$ cat src/rtl/alu_issue_ctrl.sv
// ============================================================================
// alu_issue_ctrl : multi-cycle decode/issue/writeback control for the RV32I ALU
// Revision 1.0
// ============================================================================
`default_nettype none

module alu_issue_ctrl #(
  parameter int WIDTH   = 32,
  parameter int OPWIDTH = 5
) (
  input  logic               clk,
  input  logic               rst_n,
  input  logic               instr_valid,
  output logic               instr_ready,
  input  logic [31:0]        instr,
  output logic [4:0]         rs1_addr,
  output logic [4:0]         rs2_addr,
  input  logic [WIDTH-1:0]   rs1_data,
  input  logic [WIDTH-1:0]   rs2_data,
  output logic [WIDTH-1:0]   alu_in1,
  output logic [WIDTH-1:0]   alu_in2,
  output logic [OPWIDTH-1:0] alu_op,
  input  logic [WIDTH-1:0]   alu_out,
  output logic               rd_we,
  output logic [4:0]         rd_addr,
  output logic [WIDTH-1:0]   rd_wdata,
  output logic               done,
  output logic               illegal
);

  typedef enum logic [1:0] {
    S_IDLE = 2'd0,
    S_DEC  = 2'd1,
    S_EXE  = 2'd2,
    S_WB   = 2'd3
  } state_t;

  localparam logic [6:0] C_OPC_OP     = 7'b0110011;
  localparam logic [6:0] C_OPC_OP_IMM = 7'b0010011;
  localparam logic [6:0] C_OPC_LUI    = 7'b0110111;

  state_t               state_q, state_d;
  logic [31:0]          ir_q, ir_d;
  logic [WIDTH-1:0]     alu_in1_q, alu_in1_d;
  logic [WIDTH-1:0]     alu_in2_q, alu_in2_d;
  logic [OPWIDTH-1:0]   alu_op_q, alu_op_d;
  logic                 rd_we_q, rd_we_d;
  logic [4:0]           rd_addr_q, rd_addr_d;
  logic [WIDTH-1:0]     rd_wdata_q, rd_wdata_d;
  logic                 done_q, done_d;
  logic                 illegal_q, illegal_d;

  logic [6:0]           w_opcode;
  logic [2:0]           w_funct3;
  logic [6:0]           w_funct7;
  logic                 w_legal;
  logic [WIDTH-1:0]     w_in1;
  logic [WIDTH-1:0]     w_in2;
  logic [OPWIDTH-1:0]   w_op;

  assign w_opcode = ir_q[6:0];
  assign w_funct3 = ir_q[14:12];
  assign w_funct7 = ir_q[31:25];

  // Operand/op selection and legality, evaluated from the latched instruction
  always_comb begin
    w_legal = 1'b0;
    w_in1   = rs1_data;
    w_in2   = rs2_data;
    w_op    = OPWIDTH'({ir_q[30], w_funct3, ir_q[5]});
    unique case (w_opcode)
      C_OPC_OP: begin
        w_legal = (w_funct7 == 7'b0000000) ||
                  ((w_funct7 == 7'b0100000) &&
                   ((w_funct3 == 3'b000) || (w_funct3 == 3'b101)));
      end
      C_OPC_OP_IMM: begin
        w_in2 = WIDTH'($signed(ir_q[31:20]));
        if (w_funct3 == 3'b001) begin
          w_legal = (w_funct7 == 7'b0000000);
        end else if (w_funct3 == 3'b101) begin
          w_legal = (w_funct7 == 7'b0000000) || (w_funct7 == 7'b0100000);
        end else begin
          w_legal = 1'b1;
        end
      end
      C_OPC_LUI: begin
        w_legal = 1'b1;
        w_in1   = '0;
        w_in2   = WIDTH'($signed({ir_q[31:12], 12'b0}));
        w_op    = '0;
      end
      default: w_legal = 1'b0;
    endcase
  end

  // Pulses default low so WB clears them on its way back to IDLE
  always_comb begin
    state_d    = state_q;
    ir_d       = ir_q;
    alu_in1_d  = alu_in1_q;
    alu_in2_d  = alu_in2_q;
    alu_op_d   = alu_op_q;
    rd_addr_d  = rd_addr_q;
    rd_wdata_d = rd_wdata_q;
    rd_we_d    = 1'b0;
    done_d     = 1'b0;
    illegal_d  = 1'b0;
    unique case (state_q)
      S_IDLE: begin
        if (instr_valid) begin
          ir_d    = instr;
          state_d = S_DEC;
        end
      end
      S_DEC: begin
        alu_in1_d = w_in1;
        alu_in2_d = w_in2;
        alu_op_d  = w_op;
        if (w_legal) begin
          state_d = S_EXE;
        end else begin
          state_d   = S_WB;
          done_d    = 1'b1;
          illegal_d = 1'b1;
        end
      end
      S_EXE: begin
        rd_wdata_d = alu_out;
        rd_addr_d  = ir_q[11:7];
        rd_we_d    = |ir_q[11:7];
        done_d     = 1'b1;
        state_d    = S_WB;
      end
      S_WB: begin
        state_d = S_IDLE;
      end
      default: state_d = S_IDLE;
    endcase
  end

  always_ff @(posedge clk or negedge rst_n) begin
    if (!rst_n) begin
      state_q    <= S_IDLE;
      ir_q       <= '0;
      alu_in1_q  <= '0;
      alu_in2_q  <= '0;
      alu_op_q   <= '0;
      rd_we_q    <= 1'b0;
      rd_addr_q  <= '0;
      rd_wdata_q <= '0;
      done_q     <= 1'b0;
      illegal_q  <= 1'b0;
    end else begin
      state_q    <= state_d;
      ir_q       <= ir_d;
      alu_in1_q  <= alu_in1_d;
      alu_in2_q  <= alu_in2_d;
      alu_op_q   <= alu_op_d;
      rd_we_q    <= rd_we_d;
      rd_addr_q  <= rd_addr_d;
      rd_wdata_q <= rd_wdata_d;
      done_q     <= done_d;
      illegal_q  <= illegal_d;
    end
  end

  // Held low while reset is asserted so nothing is offered mid-abort
  assign instr_ready = rst_n & (state_q == S_IDLE);
  assign rs1_addr    = ir_q[19:15];
  assign rs2_addr    = ir_q[24:20];
  assign alu_in1     = alu_in1_q;
  assign alu_in2     = alu_in2_q;
  assign alu_op      = alu_op_q;
  assign rd_we       = rd_we_q;
  assign rd_addr     = rd_addr_q;
  assign rd_wdata    = rd_wdata_q;
  assign done        = done_q;
  assign illegal     = illegal_q;

endmodule

`default_nettype wire

$ cat config.mk
export PLATFORM = sky130hd
export DESIGN_NAME = alu_issue_ctrl
export DESIGN_NICKNAME = d
export VERILOG_FILES = /design/src/rtl/alu_issue_ctrl.sv
export SDC_FILE = /design/constraint.sdc
export NUM_CORES = 1
export LEC_CHECK = 0
export ABC_AREA = 0
export CORE_ASPECT_RATIO = 1.4
export CORE_MARGIN = 8
export CORE_UTILIZATION = 43
export CTS_BUF_LIST = sky130_fd_sc_hd__clkbuf_16
export DETAILED_ROUTE_END_ITERATION = 8
export HOLD_SLACK_MARGIN = 0.08
export PLACE_DENSITY = 0.89
export SETUP_SLACK_MARGIN = 0.15
export SYNTH_ARGS = -nofsm -noshare
export SYNTH_HDL_FRONTEND = slang
export SYNTH_SLANG_ARGS = --single-unit
$ cat constraint.sdc
create_clock -name clk -period 1.7 [get_ports clk]
set_input_delay 0.34 -clock clk [delete_from_list [all_inputs] [get_ports clk]]
set_output_delay 0.34 -clock clk [all_outputs]
set_load 0.1 [all_outputs]
==> metrics, run 1 <==
Root Driver=clkbuf_16; hold bufs inserted after CTS=0; met3 WL=1530 um; fin crit period=1710 ps; Max Slew Vio Count=0; Seq/Total Area, Yosys=61.1%; number of global-route vias before repair=5,451; number of vias per cell=5.41; Critical Path Start Type=flip-flop; CTS sink cnt=143; die height=154 um; DR DRC count=0; TritonRoute pass-1 iters=5; clock latency on the worst-skew pair=400 ps; pin count of the biggest net entering global routing=144; Highest Signal Layer=met5; hpwl dp=14,500 um; Max Freq=0.584 GHz; gate count after technology mapping=469; unrepaired setup endpoints after global routing=true; row count=50; status=finished with violations; DR WL/cell=23.2 um; Post-Syn Area per Cell=12.5 um2; CP Data Required Time=1360 ps; total length of routed wires=21,400 um; htree depth=4; layout cell share with drive strength beyond 1=36.5%; Core Area=13,300 um2; area delta synth->final=82.0%; synthesized flop and latch total=143; hold_ws=116 ps; Synthesized Nets=604; Die X=115 um; area of the multi-input gates=2110 um2; Initial Util=43.9%; routed wl met2=11,600 um; Distinct cells, synth=33; CTS tree=done; wl on met1=7070 um; io pins=251; commonest cells after routing, fill and taps aside=dfrtp_1, clkdlybuf4s50_1, buf_12; first-pass GRT wire length=30,300 um; data arrival time of the critical path=1370 ps; Clock transition at path regs=60 ps; non-filler instance count after layout=919; Total Negative Setup Slacks=-13.6 ps; GP Congestion=0.816; DRT antenna net count=0; crit path kind=flip-flop to output port; Vias=4,975; die area=17,700 um2; Setup violations, final=1; Max-slew headroom=51.0%; Layout Nets=858; antenna violations before repair=2; Fin. Hold Viols=0; setup ws final=-13.6 ps; Crit. End Element=output port; r2r setup slk=140 ps; CTS Buf Count=17; port buffer count=250; Worst-Margin Slew=735 ps; failing checks=setup timing; Clock Skew=14.0 ps; most common cell after layout, fill and taps aside=dfrtp_1; Primary FF master, synth=dfrtp_1; max-cap violations=0; FFs w/ async S/R, synth=100%; filler instances=738; Syn Std Cell Area=5850 um2; DRT iter0 DRCs=254; EDFF count, synth=0; Hold Crit Class=input port to async pin; register area=3580 um2; Post-Place Setup Slack=87.3 ps; gr usage total=22.2%; warnings from Yosys=0; Overflow after GRT=0; Inst Count DP=870; period utilisation layout=101%; CP max FO=2; Longest Clk Path Bufs=2
==> cell usage after synthesis, drive strengths merged, types with 2 or more instances <==
library cell  number  area, um2
nor3               2       10.0
nor2              27        104
o22ai              6       37.5
a32oi             11       96.3
nand2             40        150
and2               3       21.3
nand2b             2       12.5
clkbuf            14       52.6
a21oi             22        110
o2bb2ai           32        280
a31oi              2       12.5
ha                 4       50.1
inv               23       86.3
buf               28        176
o21ai             13       68.8
mux2              69        777
dfrtp            143       3580
a22oi             19        143
==> sequential cells by signal, summed over array words and instances, names as in the netlist <==
signal,cells
rd_wdata,32
rd_addr,5
state_q,2
alu_in1,32
done,1
alu_op,5
rd_we,1
ir_q,32
alu_in2,32
illegal,1
==> worst paths after layout <==
kind / from / end / cells past startpoint
min in group clk: rs1_data[7] / alu_in1[7] / 3
min: rst_n / ir_q[14] / 2
max: state_q[1] / instr_ready / 4
max in group asynchronous: rst_n / ir_q[5] / 2
min reg2reg: ir_q[6] / ir_q[6] / 1
max reg2reg: ir_q[13] / state_q[0] / 5
==> cell type report <==
class	instances	share of cell area, %
Clock inverter	15	1.14
Inverter	23	0.810
Multi-Input combinational cell	261	19.8
Antenna cell	1	0.0235
Clock buffer	17	3.99
Timing Repair Buffer	277	38.4
Sequential cell	143	33.6
Tap cell	182	2.14
==> cell families after synthesis <==
family                   Yosys count  synth area share (%)
adder cells (fa/ha/maj)            4                 0.855
buffers and inverters             65                  5.39
AND/OR/NAND/NOR                   78                  5.81
AO/OA/AOI/OAI                    109                  13.4
multiplexers                      70                  13.4
flip-flops                       143                  61.1
==> worst max-delay path: stages (launching register included) <==
cell and delay (ps):
dfrtp_1 400, inv_2 100, ha_4 140, and2_4 160
buf_12 170
==> metrics by stage <==
stage	cell area [um2]	utilization, %
after floorplan	5860	-
after global placement	9730	73.0
after detailed placement	9730	73.0
after CTS	10300	77.6
after global routing	10700	80.0
final	10700	80.0
==> routing by layer <==
layer  up-vias  track usage (%)
met2       252             39.3
met3        73             7.41
met5         -                0
met1      2487             22.2
met4         2             12.5
li1       2161                -
==> repair_timing <==
action	in CTS	in global routing
gates resized for setup	8	31
cloned	0	8
endpoints found under the setup margin	9	105
buffers inserted	5	3
pin swaps	1	8
hold endpoints to repair	0	0
Power of run 1 is not shown: default switching activity piles up to over one toggle a cycle in this logic, so the estimate is an artifact.
==> run 2, diff against run 1 <==
==> constraint.sdc (replaced) <==
create_clock -name clk -period 1.8 [get_ports clk]
set_input_delay 0.36 -clock clk [delete_from_list [all_inputs] [get_ports clk]]
set_output_delay 0.36 -clock clk [all_outputs]
set_load 0.1 [all_outputs]
==> run 2 against run 1 <==
The flow now finishes without violations. Non-clock buffer count decreased by 6. Global-route usage increased by 0.37 points. Flip-flop and latch count unchanged. Hold slack improved by 1.1 ps. Critical path type unchanged. Highest routed layer unchanged.
==> metrics, run 2 (synthesis gave the netlist of run 1 again) <==
TritonRoute pass-1 iters=4; CTS tree=done; most common cell after layout, fill and taps aside=dfrtp_1; data arrival time of the critical path=1340 ps; period utilisation layout=94.2%; Fin. Hold Viols=0; gr usage total=22.6%; DRT iter0 DRCs=258; hpwl dp=14,400 um; die area=17,700 um2; CP Data Required Time=1440 ps; Initial Util=43.9%; antenna violations before repair=2; unrepaired setup endpoints after global routing=true; Hold Crit Class=input port to async pin; Overflow after GRT=0; Die X=115 um; Max-slew headroom=50.0%; pin count of the biggest net entering global routing=144; CTS sink cnt=143; Max Slew Vio Count=0; Vias=4,848; Setup violations, final=0; DR WL/cell=21.6 um; number of vias per cell=5.32; fin crit period=1700 ps; layout cell share with drive strength beyond 1=34.3%; crit path kind=flip-flop to output port; row count=50; CTS Buf Count=17; port buffer count=250; number of global-route vias before repair=5,325; Max Freq=0.589 GHz; htree depth=4; first-pass GRT wire length=30,400 um; commonest cells after routing, fill and taps aside=dfrtp_1, clkdlybuf4s50_1, buf_12; filler instances=758; hold bufs inserted after CTS=0; die height=154 um; Worst-Margin Slew=750 ps; CP max FO=2; Core Area=13,300 um2; DRT antenna net count=0; Longest Clk Path Bufs=2; Total Negative Setup Slacks=0 ps; Clock transition at path regs=60 ps; max-cap violations=0; io pins=251; Root Driver=clkbuf_16; area delta synth->final=77.9%; DR DRC count=0; clock latency on the worst-skew pair=410 ps; status=finished, final reports clean; total length of routed wires=19,700 um; GP Congestion=0.834; Layout Nets=852; Crit. End Element=output port; Critical Path Start Type=flip-flop; Clock Skew=8.81 ps
==> run 2: area by class of cell <==
cell class	instances	area [um2]	share of cell area [%]
Timing Repair Buffer	271	3940	37.9
Sequential cell	143	3580	34.4
Multi-Input combinational cell	261	2000	19.2
Clock buffer	17	425	4.09
Tap cell	182	228	2.19
Clock inverter	14	151	1.45
Inverter	23	86.3	0.829
Antenna cell	1	2.50	0.0240
==> run 2: stage by stage <==
step | hold WS (ps) | worst slack (ps) | utilization, % | cells | cell area, um2
2_1_floorplan | 64.4 | 272 | - | 469 | 5860
3_3_place_gp | 490 | 188 | 73.0 | 871 | 9720
3_5_place_dp | 535 | 130 | 73.0 | 871 | 9720
4_1_cts | 155 | 85.9 | 77.8 | 909 | 10400
5_1_grt | 163 | 57.0 | 78.1 | 912 | 10400
6_report | 117 | 104 | 78.1 | 912 | 10400
==> run 2: worst paths after layout <==
kind | end | depth (start not counted) | slack [ps] | from
setup / recovery | instr_ready | 4 | 100 | state_q[0]
hold / removal | alu_in1[2] | 2 | 120 | rst_n
setup reg to reg | rd_wdata[17] | 6 | 180 | state_q[0]
hold reg to reg | ir_q[6] | 1 | 550 | ir_q[6]
max in group asynchronous | ir_q[4] | 2 | 1160 | rst_n
min in group clk | alu_in1[24] | 3 | 490 | rs1_data[24]
==> run 2: what timing repair did <==
action,in CTS,in global routing
setup buffers,7,1
pin swaps,1,1
setup endpoints to repair,2,19
gates cloned,0,1
resized for setup,7,8
==> run 2: worst max-delay path, cell delays in order, from the launching register on <==
cell,delay [ps]
dfrtp_1,390
inv_2,90
ha_4,140
and2_4,140
buf_12,160
==> run 2: metal layers <==
layer	vias to the layer above	GRT usage, %	part of all wire, %
li1	2143	-	-
met1	2419	23.1	33
met2	237	39.3	55
met3	47	8.62	8.6
met4	2	11.1	3.6
met5	-	0	0.066
Power of run 2 is left out for the same reason.
